[src/rtl/mult_arbiter_if.sv]
`default_nettype none
// ============================================================================
// Module   : mult_arbiter_if
// Brief    : Requester-side operand/result handshake bundle for mult_arbiter.
// Revision : 1.0  initial release
// ============================================================================
interface mult_arbiter_if #(
  parameter int N    = 32,
  parameter int NREQ = 4
);
  logic [NREQ-1:0]   req_valid;
  logic [NREQ-1:0]   req_ready;
  logic [NREQ*N-1:0] req_a;
  logic [NREQ*N-1:0] req_b;
  logic [NREQ-1:0]   rsp_valid;
  logic [NREQ-1:0]   rsp_ready;
  logic [2*N-1:0]    rsp_c;
  logic              rsp_err;

  // Arbiter side
  modport slave (
    input  req_valid, req_a, req_b, rsp_ready,
    output req_ready, rsp_valid, rsp_c, rsp_err
  );

  // Client side
  modport master (
    output req_valid, req_a, req_b, rsp_ready,
    input  req_ready, rsp_valid, rsp_c, rsp_err
  );
endinterface
`default_nettype wire

[src/rtl/mult_arbiter.sv]
`default_nettype none
// ============================================================================
// Module   : mult_arbiter
// Brief    : Round-robin arbiter sharing one multiplier among NREQ requesters.
// Revision : 1.0  initial release
// ============================================================================
module mult_arbiter #(
  parameter int N       = 32,
  parameter int NREQ    = 4,
  parameter int TIMEOUT = 4096
) (
  input  logic                    clk,
  input  logic                    rst,
  mult_arbiter_if.slave           req_if,
  output logic                    mul_load,
  output logic                    mul_recieved,
  output logic [N-1:0]            mul_a,
  output logic [N-1:0]            mul_b,
  input  logic                    mul_done,
  input  logic                    mul_init,
  input  logic [2*N-1:0]          mul_c,
  output logic                    busy,
  output logic [$clog2(NREQ)-1:0] grant_id
);
  localparam int IW = $clog2(NREQ);
  localparam int CW = $clog2(TIMEOUT);

  localparam logic [2:0] S_IDLE    = 3'd0;
  localparam logic [2:0] S_LOAD    = 3'd1;
  localparam logic [2:0] S_WAIT    = 3'd2;
  localparam logic [2:0] S_RESP    = 3'd3;
  localparam logic [2:0] S_RELEASE = 3'd4;

  logic [2:0]     state_q, state_d;
  logic [IW-1:0]  rr_ptr_q, rr_ptr_d;
  logic [IW-1:0]  grant_id_q, grant_id_d;
  logic [N-1:0]   mul_a_q, mul_a_d;
  logic [N-1:0]   mul_b_q, mul_b_d;
  logic [2*N-1:0] rsp_c_q, rsp_c_d;
  logic           rsp_err_q, rsp_err_d;
  logic [CW-1:0]  cnt_q, cnt_d;

  logic           hi_found, lo_found;
  logic [IW-1:0]  hi_idx, lo_idx, win_idx;
  logic           grant;
  logic [NREQ-1:0] req_ready_w, rsp_valid_w;

  // Round-robin pick: first valid at or above rr_ptr, else first valid overall.
  always_comb begin
    hi_found = 1'b0;
    hi_idx   = '0;
    lo_found = 1'b0;
    lo_idx   = '0;
    for (int i = 0; i < NREQ; i++) begin
      if (req_if.req_valid[i] && !lo_found) begin
        lo_found = 1'b1;
        lo_idx   = IW'(i);
      end
      if (req_if.req_valid[i] && !hi_found && (IW'(i) >= rr_ptr_q)) begin
        hi_found = 1'b1;
        hi_idx   = IW'(i);
      end
    end
    win_idx = hi_found ? hi_idx : lo_idx;
  end

  assign grant = !rst && (state_q == S_IDLE) && mul_init && lo_found;

  always_comb begin
    req_ready_w = '0;
    rsp_valid_w = '0;
    for (int i = 0; i < NREQ; i++) begin
      req_ready_w[i] = grant && (win_idx == IW'(i));
      rsp_valid_w[i] = (state_q == S_RESP) && (grant_id_q == IW'(i));
    end
  end

  always_comb begin
    state_d    = state_q;
    rr_ptr_d   = rr_ptr_q;
    grant_id_d = grant_id_q;
    mul_a_d    = mul_a_q;
    mul_b_d    = mul_b_q;
    rsp_c_d    = rsp_c_q;
    rsp_err_d  = rsp_err_q;
    cnt_d      = cnt_q;
    case (state_q)
      S_IDLE: begin
        if (grant) begin
          mul_a_d    = req_if.req_a[int'(win_idx)*N +: N];
          mul_b_d    = req_if.req_b[int'(win_idx)*N +: N];
          grant_id_d = win_idx;
          state_d    = S_LOAD;
        end
      end
      S_LOAD: begin
        cnt_d   = '0;
        state_d = S_WAIT;
      end
      S_WAIT: begin
        // A done in the expiry cycle still yields a good result.
        if (mul_done) begin
          rsp_c_d   = mul_c;
          rsp_err_d = 1'b0;
          state_d   = S_RESP;
        end else if (cnt_q == CW'(TIMEOUT - 1)) begin
          rsp_c_d   = '0;
          rsp_err_d = 1'b1;
          state_d   = S_RESP;
        end else begin
          cnt_d = cnt_q + 1'b1;
        end
      end
      S_RESP: begin
        if (req_if.rsp_ready[grant_id_q]) begin
          rr_ptr_d = (grant_id_q == IW'(NREQ - 1)) ? '0 : grant_id_q + 1'b1;
          state_d  = S_RELEASE;
        end
      end
      S_RELEASE: state_d = S_IDLE;
      default:   state_d = S_IDLE;
    endcase
  end

  always_ff @(posedge clk or posedge rst) begin
    if (rst) begin
      state_q    <= S_IDLE;
      rr_ptr_q   <= '0;
      grant_id_q <= '0;
      mul_a_q    <= '0;
      mul_b_q    <= '0;
      rsp_c_q    <= '0;
      rsp_err_q  <= 1'b0;
      cnt_q      <= '0;
    end else begin
      state_q    <= state_d;
      rr_ptr_q   <= rr_ptr_d;
      grant_id_q <= grant_id_d;
      mul_a_q    <= mul_a_d;
      mul_b_q    <= mul_b_d;
      rsp_c_q    <= rsp_c_d;
      rsp_err_q  <= rsp_err_d;
      cnt_q      <= cnt_d;
    end
  end

  assign req_if.req_ready = req_ready_w;
  assign req_if.rsp_valid = rsp_valid_w;
  assign req_if.rsp_c     = rsp_c_q;
  assign req_if.rsp_err   = rsp_err_q;
  assign mul_load         = (state_q == S_LOAD);
  assign mul_recieved     = (state_q == S_RELEASE);
  assign mul_a            = mul_a_q;
  assign mul_b            = mul_b_q;
  assign busy             = (state_q != S_IDLE);
  assign grant_id         = grant_id_q;
endmodule
`default_nettype wire

[src/flat_wrapper.sv]
// flat-port wrapper written by rule: the top's interface ports become plain ports
module mult_arbiter_flat 
#(
  parameter int N       = 32,
  parameter int NREQ    = 4,
  parameter int TIMEOUT = 4096
)
  (clk, rst, mul_load, mul_recieved, mul_a, mul_b, mul_done, mul_init, mul_c, busy, grant_id, req_if_req_valid, req_if_req_a, req_if_req_b, req_if_rsp_ready, req_if_req_ready, req_if_rsp_valid, req_if_rsp_c, req_if_rsp_err);
  mult_arbiter_if #(.N(N), .NREQ(NREQ)) req_if_i ();
  input  logic clk;
  input  logic rst;
  output logic mul_load;
  output logic mul_recieved;
  output logic [N-1:0] mul_a;
  output logic [N-1:0] mul_b;
  input  logic mul_done;
  input  logic mul_init;
  input  logic [2*N-1:0] mul_c;
  output logic busy;
  output logic [$clog2(NREQ)-1:0] grant_id;
  input wire logic [$bits(req_if_i.req_valid)-1:0] req_if_req_valid;
  input wire logic [$bits(req_if_i.req_a)-1:0] req_if_req_a;
  input wire logic [$bits(req_if_i.req_b)-1:0] req_if_req_b;
  input wire logic [$bits(req_if_i.rsp_ready)-1:0] req_if_rsp_ready;
  output wire logic [$bits(req_if_i.req_ready)-1:0] req_if_req_ready;
  output wire logic [$bits(req_if_i.rsp_valid)-1:0] req_if_rsp_valid;
  output wire logic [$bits(req_if_i.rsp_c)-1:0] req_if_rsp_c;
  output wire logic [$bits(req_if_i.rsp_err)-1:0] req_if_rsp_err;
  assign req_if_i.req_valid = req_if_req_valid;
  assign req_if_i.req_a = req_if_req_a;
  assign req_if_i.req_b = req_if_req_b;
  assign req_if_i.rsp_ready = req_if_rsp_ready;
  assign req_if_req_ready = req_if_i.req_ready;
  assign req_if_rsp_valid = req_if_i.rsp_valid;
  assign req_if_rsp_c = req_if_i.rsp_c;
  assign req_if_rsp_err = req_if_i.rsp_err;
  mult_arbiter #(.N(N), .NREQ(NREQ), .TIMEOUT(TIMEOUT)) u_core (.clk(clk), .rst(rst), .req_if(req_if_i), .mul_load(mul_load), .mul_recieved(mul_recieved), .mul_a(mul_a), .mul_b(mul_b), .mul_done(mul_done), .mul_init(mul_init), .mul_c(mul_c), .busy(busy), .grant_id(grant_id));
endmodule
[config.mk]
export PLATFORM = sky130hd
export DESIGN_NAME = mult_arbiter_flat
export DESIGN_NICKNAME = d
export VERILOG_FILES = /design/src/rtl/mult_arbiter_if.sv /design/src/rtl/mult_arbiter.sv /design/src/flat_wrapper.sv
export SDC_FILE = /design/constraint.sdc
export NUM_CORES = 1
export LEC_CHECK = 0
export CAP_MARGIN = 20
export CORE_AREA = 5 5 180 182
export CTS_CLUSTER_DIAMETER = 50
export CTS_CLUSTER_SIZE = 28
export DETAILED_ROUTE_END_ITERATION = 10
export DIE_AREA = 0 0 185 187
export SLEW_MARGIN = 20
export SYNTH_ARGS = -nofsm -noshare
export SYNTH_HDL_FRONTEND = slang
export SYNTH_SLANG_ARGS = --single-unit
[constraint.sdc]
create_clock -name clk -period 7 [get_ports clk]
set_clock_uncertainty 0.15 [all_clocks]
set_input_delay 0.7 -clock clk [delete_from_list [all_inputs] [get_ports clk]]
set_output_delay 0.7 -clock clk [all_outputs]
set_load 0.02 [all_outputs]
==> flow_summary.ini <==
[layout]
syn_to_final_growth_pct = 72.93
layout.nets = 1570
drive_above_1_share = 0.05297
fin_util = 0.4384

[cts]
clockRootBuffer = clkbuf_16
cts_buffer_depth = 2
holdBufCountCts = 0
htree_num_levels = 4
numCtsBuffers = 17
cts_tree = built
clk_pin_slew_ns = 0.07
post-cts-setup-buffer-count = 0
clk_latency_ns = 0.42
ctsResizeCount = 0
clkSinkCount = 148

[synth]
yosysSeqAreaShare = 0.4801
syn_area_um2 = 7714
yosys-top-cells-count = 148 x dfrtp_1, 129 x a31oi_1, 86 x clkbuf_1
synth_most_common_cell = dfrtp_1
syn_nets = 1155
synthTopCellsByArea = dfrtp_1 48%, a31oi_1 10%, a22o_1 7.3%, a22oi_1 6.2%, and3_1 5.4%
ys_types = 47
syn-instance-count = 818
yosys.area.top_type = dfrtp_1
synth-edff-count = 0
avgSynthCellArea_um2 = 9.430
async_flop_share = 1.000
synth_warnings = 0
synthDominantCellAreaShare = 0.4801
ys_ff_latch = 148
synth_ff_type = dfrtp_1

[sta]
hold_viol_final = 0
drv_slew = 0
period_minus_slack_ns = 4.411
rsz0062_at_grt = false
worst_pin_slew_ns = 0.9238
layout_worst_path_cycle_share = 0.6301
slew-limit-headroom = 0.3842
fmax_mhz = 226.7
setup_violations = 0
setup_tns_ns = 0
hold_ws_ns = 0.3258

[worst_setup_path]
crit_slowest_cell = buf_4
cp_max_fo = 72
crit_top_cell = buf_4
cp-start-kind = input pin
r2r-start = u_core.rr_ptr_q[1]
timing.rr.end = u_core.mul_a[17]
slowest_delay_ns = 0.66
end_kind = primary output
arrival_ns = 3.56
path_cells = buf_2 > buf_4 > or4_1 > and3_2 > buf_4 > o31ai_1 > nor2_1 > clkdlybuf4s50_1
crit_required_ns = 6.15
startpoint = req_if_req_valid[2]
critical_path_class = input pin to primary output
rrSetupSlack_ns = 4.21
rr_worst_depth = 5

[grt]
grt.met1_usage = 0.2549
grtUsageTotal = 0.2064
antenna_found_initial = 4
grt_pass1_wl_mm = 55.60
grt_remaining_overflow = 0
use_met2 = 0.3474
top_usage_layer = met2
grt_pass1_vias = 8864
grt_max_degree = 82
use_met3 = 0.06204

[run_status]
outcome = finished clean

[floorplanning]
die-area_um2 = 34600
io_pins = 474
die_x_um = 185
dieHeight_um = 187
fp-row-count = 64
core_um2 = 30430
initial_utilization = 0.2535

[pwr]
vdd_drop_max_mv = 0.2009
p_comb_frac = 0.526
p_sw_mw = 2.186
power.density_nw_per_um2 = 389.5
p_seq_frac = 0.291
switching_share = 0.4208
p_leak_nw = 5.429
p_int_mw = 3.009
power_frac_clock = 0.183

[hold_path]
hold_path_end = u_core.cnt_q[6]
worstHoldStart = u_core.cnt_q[6]
min_path_cells = 1
hold_path.class = flop to flop

[detailed_routing]
via_per_inst = 5.266
drtIter0Drc = 537
wire_per_inst_um = 22.88
drt-total-wl_mm = 37.59
vias = 8652
drc = 0
ant_nets = 0
dr.pass1.iters = 5

[placement]
dpl.hpwl_mm = 26.47
port_buffers = 473
place_congestion = 0.8719

[run]
drv_cap = 0
==> placed cells by master, fill, tap and decap left out, drive strengths merged, types with 2 or more instances in the layout <==
cell	Yosys	final
clkdlybuf4s50	0	471
dfrtp	148	148
a31oi	129	129
nor2	73	73
o21ai	73	73
and3	67	67
a22o	64	64
a22oi	64	64
inv	10	19
clkbuf	86	18
buf	5	16
nand2	13	13
a21oi	10	10
and2	7	7
nand2b	5	5
mux2i	5	5
ha	5	5
nor3	4	4
or3	4	4
nand3	4	4
nor4	4	4
nand4	3	3
nor2b	3	3
or4	3	3
o31ai	3	3
o21bai	3	3
nor3b	2	2
a21o	2	2
a31o	2	2
o21a	2	2
clkinv	0	2
clkinvlp	0	2
and4	2	2
==> worst max-delay path: cells and delay by family <==
kind / cells / cell delay, ns
buffers and inverters: 4 / 1.98
AND/OR/NAND/NOR: 3 / 0.59
AO/OA/AOI/OAI: 1 / 0.24
==> cell families (layout without fill, tap and decap cells) <==
kind of cell / Yosys count / count (layout) / share of synthesized area
compound gates: 359 / 359 / 0.3140
simple gates: 198 / 198 / 0.1356
flops: 148 / 148 / 0.4801
buf+inv: 101 / 529 / 0.05126
mux: 7 / 7 / 0.01087
fa+ha+maj: 5 / 5 / 0.008110
other cells: 0 / 1 / 0
==> layer usage <==
| metal | vias to the layer above | wire [um] |
|---|---|---|
| met5 | - | 12 |
| met4 | 2 | 943 |
| met3 | 49 | 3552 |
| met2 | 439 | 18270 |
| met1 | 4189 | 14820 |
| li1 | 3973 | - |
==> layout make-up <==
cell class / instances / area (um^2)
Fill cell: 2960 / 17090
Clock buffer: 18 / 429.2
Antenna cell: 1 / 2.502
Multi-Input combinational cell: 569 / 3677
Timing Repair Buffer: 487 / 4830
Sequential cell: 148 / 3704
Clock inverter: 14 / 158.9
Tap cell: 396 / 495.5
Inverter: 10 / 42.54
==> power by group through the flow <==
stage	registers, mW	clock network, mW	logic (mW)
floorplan	1.92	0	0.968
global placement	1.51	0	2.76
detailed placement	1.52	0	2.76
CTS	1.51	0.984	2.77
global route	1.57	1.01	2.93
finish	1.51	0.952	2.73
==> per-stage QoR <==
step	instance area (um^2)	power [mW]	setup slack, ns	cells
after detailed placement	12750	4.282	2.494	1610
after floorplan	7714	2.887	2.170	818
after global routing	13340	5.508	2.411	1643
after CTS	13340	5.271	2.499	1642
final	13340	5.195	2.589	1643
after global placement	12750	4.262	2.507	1610
==> state kept, by name, indices dropped and copies added (netlist names) <==
name and cells:
u_core.rr_ptr_q 2, u_core.cnt_q 12, u_core.req_if.rsp_err 1, u_core.grant_id 2
u_core.req_if.rsp_c 64, u_core.mul_b 32, u_core.mul_a 32, u_core.state_q 3
==> worst max path at each step <==
stage	end	slack, ns	cells after the start
2_1_floorplan	u_core.cnt_q[0]	2.17	1
3_3_place_gp	req_if_req_ready[0]	2.51	8
3_5_place_dp	req_if_req_ready[2]	2.49	8
4_1_cts	req_if_req_ready[2]	2.50	8
5_1_grt	req_if_req_ready[2]	2.41	8
6_report	req_if_req_ready[2]	2.59	8
Note: power is estimated with default switching activity, not from simulation.
